File: src/rtl/key_click_decoder.sv
// key_click_decoder: turns debounced key presses into single/double/triple(+)/long click events.
// Optional long-press detection (HOLD state, hold_cnt) is compiled in with KEY_LONG_PRESS_EN.
module key_click_decoder #(
    parameter logic [25:0] WIN_MAX  = 26'd14_999_999,
    parameter logic [25:0] LONG_MAX = 26'd49_999_999
) (
    input  logic       sys_clk,
    input  logic       sys_rst_n,
    input  logic       key_flag,
    input  logic       key_in,
    input  logic       evt_ready,
    output logic       evt_valid,
    output logic [2:0] evt_code,
    output logic       evt_overflow
);
`ifdef KEY_LONG_PRESS_EN
    typedef enum logic [1:0] {IDLE, WAIT, HOLD} state_t;
    logic [25:0] hold_cnt, hold_nxt;
`else
    typedef enum logic {IDLE, WAIT} state_t;
    logic unused_ok;
    assign unused_ok = key_in ^ (^LONG_MAX);
`endif
    state_t      state, state_nxt;
    logic [1:0]  click_cnt, click_nxt, click_inc;
    logic [25:0] win_cnt, win_nxt;
    logic        emit;
    logic [2:0]  emit_code;

    assign click_inc = (click_cnt == 2'd3) ? 2'd3 : click_cnt + 2'd1;

    always_comb begin
        state_nxt = state;
        click_nxt = click_cnt;
        win_nxt   = win_cnt;
        emit      = 1'b0;
        emit_code = {1'b0, click_cnt};
`ifdef KEY_LONG_PRESS_EN
        hold_nxt  = hold_cnt;
`endif
        case (state)
            IDLE: if (key_flag) begin
                state_nxt = WAIT;
                click_nxt = 2'd1;
                win_nxt   = '0;
`ifdef KEY_LONG_PRESS_EN
                hold_nxt  = '0;
`endif
            end
            WAIT: if (key_flag) begin
                click_nxt = click_inc;
                win_nxt   = '0;
`ifdef KEY_LONG_PRESS_EN
                hold_nxt  = '0;
            end else if (hold_cnt == LONG_MAX && click_cnt == 2'd1) begin
                emit      = 1'b1;
                emit_code = 3'b100;
                state_nxt = HOLD;
`endif
            end else if (win_cnt == WIN_MAX) begin
                emit      = 1'b1;
                state_nxt = IDLE;
`ifdef KEY_LONG_PRESS_EN
            // while pressed the window is parked so it measures the gap since release
            end else if (!key_in) begin
                win_nxt   = '0;
                hold_nxt  = hold_cnt + 26'd1;
            end else begin
                win_nxt   = win_cnt + 26'd1;
                hold_nxt  = '0;
            end
            HOLD: if (key_in) state_nxt = IDLE;
`else
            end else begin
                win_nxt   = win_cnt + 26'd1;
            end
`endif
            default: state_nxt = IDLE;
        endcase
    end

    always_ff @(posedge sys_clk or posedge sys_rst_n) begin
        if (sys_rst_n) begin
            state     <= IDLE;
            click_cnt <= 2'd0;
            win_cnt   <= '0;
`ifdef KEY_LONG_PRESS_EN
            hold_cnt  <= '0;
`endif
        end else begin
            state     <= state_nxt;
            click_cnt <= click_nxt;
            win_cnt   <= win_nxt;
`ifdef KEY_LONG_PRESS_EN
            hold_cnt  <= hold_nxt;
`endif
        end
    end

    // a new event may replace one being consumed on the same edge; otherwise it is dropped
    always_ff @(posedge sys_clk or posedge sys_rst_n) begin
        if (sys_rst_n) begin
            evt_valid    <= 1'b0;
            evt_code     <= 3'b000;
            evt_overflow <= 1'b0;
        end else if (emit && (!evt_valid || evt_ready)) begin
            evt_valid    <= 1'b1;
            evt_code     <= emit_code;
        end else if (emit) begin
            evt_overflow <= 1'b1;
        end else if (evt_ready) begin
            evt_valid    <= 1'b0;
        end
    end
endmodule

File: config.mk
export PLATFORM = sky130hd
export DESIGN_NAME = key_click_decoder
export DESIGN_NICKNAME = d
export VERILOG_FILES = /design/src/rtl/key_click_decoder.sv
export SDC_FILE = /design/constraint.sdc
export NUM_CORES = 1
export LEC_CHECK = 0
export ABC_CLOCK_PERIOD_IN_PS = 2700
export CAP_MARGIN = 20
export CORE_UTILIZATION = 35
export CTS_CLUSTER_DIAMETER = 40
export DETAILED_ROUTE_END_ITERATION = 16
export GPL_TIMING_DRIVEN = 0
export PLACE_DENSITY_LB_ADDON = 0.3
export SYNTH_ARGS = -nofsm -noshare
export SYNTH_HDL_FRONTEND = slang
export SYNTH_SLANG_ARGS = --single-unit
File: constraint.sdc
create_clock -name sys_clk -period 2.7 [get_ports sys_clk]
set_input_delay 0.675 -clock sys_clk [delete_from_list [all_inputs] [get_ports sys_clk]]
set_output_delay 0.675 -clock sys_clk [all_outputs]
set_load 0.02 [all_outputs]
==> results.json <==
{
  "drc": 0,
  "die_y_microns": 73.2,
  "gp_congestion": 0.744,
  "htree_levels": 2,
  "diodes": 0,
  "clk_root_buffer_cell": "clkbuf_8",
  "slew_viol_final": 0,
  "post_synth.cell_area_avg_sq_um": 10.1,
  "ios": 10,
  "yosysSeqAreaShare_pct": 46.5,
  "rows": 25,
  "post_cts_buffers": 0,
  "reg2reg_depth": 6,
  "slowest_stage": "or4_4",
  "finalSetupViolations": 0,
  "yosysUniqueCellTypes": 45,
  "yosys_warnings": 0,
  "hold_depth": 1,
  "critPathRequiredTime_ns": 2.86,
  "r2r_start": "win_cnt[0]",
  "hold_start": "evt_overflow",
  "dr.first_iter.drc_count": 44,
  "slew_headroom_pct": 63.7,
  "fin_nets": 197,
  "grt_pass1_vias": 1203,
  "finalHoldViolCount": 0,
  "critPathMaxFanout": 4,
  "ir_drop_mv": 0.220,
  "reg2reg_to": "evt_code[1]",
  "grt_pass1_wl_microns": 5920,
  "final_layout_size_suffix_gt1_share_pct": 17.3,
  "cts-resized-gates": 0,
  "clk_path_buf_depth": 2,
  "p_leak_nw": 0.846,
  "crit_type": "flip-flop to flip-flop",
  "hold_path_class": "flip-flop to flip-flop",
  "status": "finished clean",
  "setup_tns_ns": 0,
  "portBuffers": 7,
  "path_cells": "ha_1 -> nand3_2 -> or3_1 -> or4_4 -> nand2b_4 -> mux2_4",
  "route.vias.total": 1287,
  "skew_ns": 0.00546,
  "stdcell_count": 258,
  "finalCritPeriodShare_pct": 81.7,
  "cap_violations": 0,
  "post-route-min-period_ns": 2.21,
  "dpl.cell_count": 251,
  "netlist_area_sq_mm": 0.00177,
  "viasPerCell": 4.99,
  "drtAntennaViolNets": 0,
  "syn_inst": 176,
  "cp.arrival_ns": 2.37,
  "firstDrtPassIters": 4,
  "drt_wl_total_microns": 3360,
  "power_density_mw_per_mm2": 447,
  "area_growth_pct": 15.1,
  "hpwl_microns": 2370,
  "antenna_found_initial": 0,
  "grt_max_degree": 24,
  "endpoint_kind": "flip-flop",
  "core_sq_mm": 0.00479,
  "holdPathEnd": "evt_overflow",
  "die_x_microns": 73.2,
  "clk_pin_slew_worst_paths_ns": 0.06,
  "clkSinkCount": 33,
  "rrSetupSlack_ns": 0.49,
  "start_kind": "flip-flop",
  "die_area_sq_mm": 0.00536,
  "start_util_pct": 37.1,
  "cts_made_buffers": 5,
  "rsz0062_at_grt": "false",
  "fin_util_pct": 42.7,
  "track_usage_pct": 14.7,
  "slowest_delay_ns": 0.50,
  "overflow": 0,
  "synth_seq_cells": 33,
  "cts_tree": "built",
  "clk_latency_ns": 0.28,
  "cts_hold_buffers": 0,
  "max_freq_ghz": 0.453,
  "syn_nets": 182,
  "wire_per_inst_microns": 13.0,
  "worst_pin_slew_ns": 0.542
}
## layer usage
layer / GRT usage [%] / up-vias / wire, microns
li1: - / 646 / -
met1: 19.7 / 623 / 1680
met2: 23.4 / 11 / 1550
met3: 2.90 / 7 / 72
met4: 5.88 / 0 / 56
met5: 0 / - / 0
## power breakdown
group	internal, mW	total (mW)	leakage, nW	switching (mW)
Clock	0.202	0.371	0.0443	0.169
Sequential	0.498	0.502	0.443	0.00392
Combinational	0.0144	0.0385	0.359	0.0241
Total	0.715	0.912	0.846	0.197
## cells in the mapped netlist (all sizes together)
cell type  number  area share, %
a21oi          12            3.4
or4             3            1.8
a41oi           1           0.49
and4            4            2.1
and4b           1           0.56
inv             8            1.7
o41ai           1            1.6
o311ai          1           0.49
o21bai          1           0.42
nand4           6            2.5
nor4            2            1.9
xor2            3            1.5
nor3b           1           0.71
ha              1           0.71
nand3b          1           0.42
or2b            1           0.49
mux2i           1           0.56
nor4b           1           0.85
nand2          11            2.3
clkbuf          4           0.85
nor2           22            4.7
o31ai           1           0.42
nor3           10            4.2
nor2b           1           0.35
nand3           9            2.8
xnor2          11            5.4
o21ai           7            2.0
or3             8            2.9
dfrtp          33             47
conb            1           0.21
nand2b          2            1.1
a211oi          1           0.42
mux2            3            2.3
buf             3            1.3
## critical path: cells and delay by family, from the launching register on
family | cells | cell delay (ns)
multiplexers | 1 | 0.29
flip-flops | 1 | 0.39
adder cells (fa/ha/maj) | 1 | 0.23
AND/OR/NAND/NOR | 4 | 1.18
## placed cells by master (no fill, tap or decap), drive strengths merged, types with 2 or more instances in the layout
| cell type | n |
|---|---|
| a21oi | 12 |
| xor2 | 3 |
| nor4 | 2 |
| dfrtp | 33 |
| nor3 | 10 |
| o21ai | 7 |
| xnor2 | 11 |
| buf | 4 |
| or4 | 3 |
| and4 | 4 |
| clkdlybuf4s50 | 7 |
| clkbuf | 11 |
| mux2 | 3 |
| nand3 | 9 |
| nand2b | 2 |
| inv | 8 |
| nor2 | 22 |
| or3 | 8 |
| nand2 | 11 |
| nand4 | 6 |
## registers in the layout, indices dropped and copies added (netlist names)
register and flops:
state 1, evt_code 2, click_cnt 2, evt_valid 1, win_cnt 26, evt_overflow 1
## how the worst max path moves through the flow
| stage | start | to | slack (ns) | cells past startpoint |
|---|---|---|---|---|
| final | win_cnt[0] | evt_code[1] | 0.49 | 6 |
| after global placement | key_flag | evt_code[1] | 0.33 | 5 |
| after floorplan | win_cnt[0] | evt_code[0] | 0.61 | 6 |
| after detailed placement | key_flag | evt_code[1] | 0.33 | 5 |
| after CTS | win_cnt[0] | evt_code[1] | 0.49 | 6 |
| after global routing | win_cnt[0] | evt_code[1] | 0.37 | 6 |
## logic make-up after synthesis
kind of cell	synth area share (%)
flops	46.5
mux	2.89
other cells	0.211
compound gates	9.17
simple gates	29.7
xor+xnor	6.91
fa+ha+maj	0.705
buf+inv	3.88
## metrics by stage
stage          total power, mW  worst slack [ns]  hold WS [ns]  area [sq um]
2_1_floorplan            0.533             0.607         0.462          1770
3_3_place_gp             0.546             0.329         0.465          1930
3_5_place_dp             0.551             0.326         0.467          1960
4_1_cts                  0.924             0.492         0.485          2040
5_1_grt                  0.950             0.367         0.499          2040
6_report                 0.912             0.493         0.474          2040
## layout make-up
type	instances	area (sq um)
Sequential cell	33	826
Inverter	8	30.0
Tap cell	67	83.8
Clock buffer	7	86.3
Fill cell	476	2740
Multi-Input combinational cell	128	880
Timing Repair Buffer	8	97.6
Buffer	7	38.8
(Power assumes the default switching activity.)
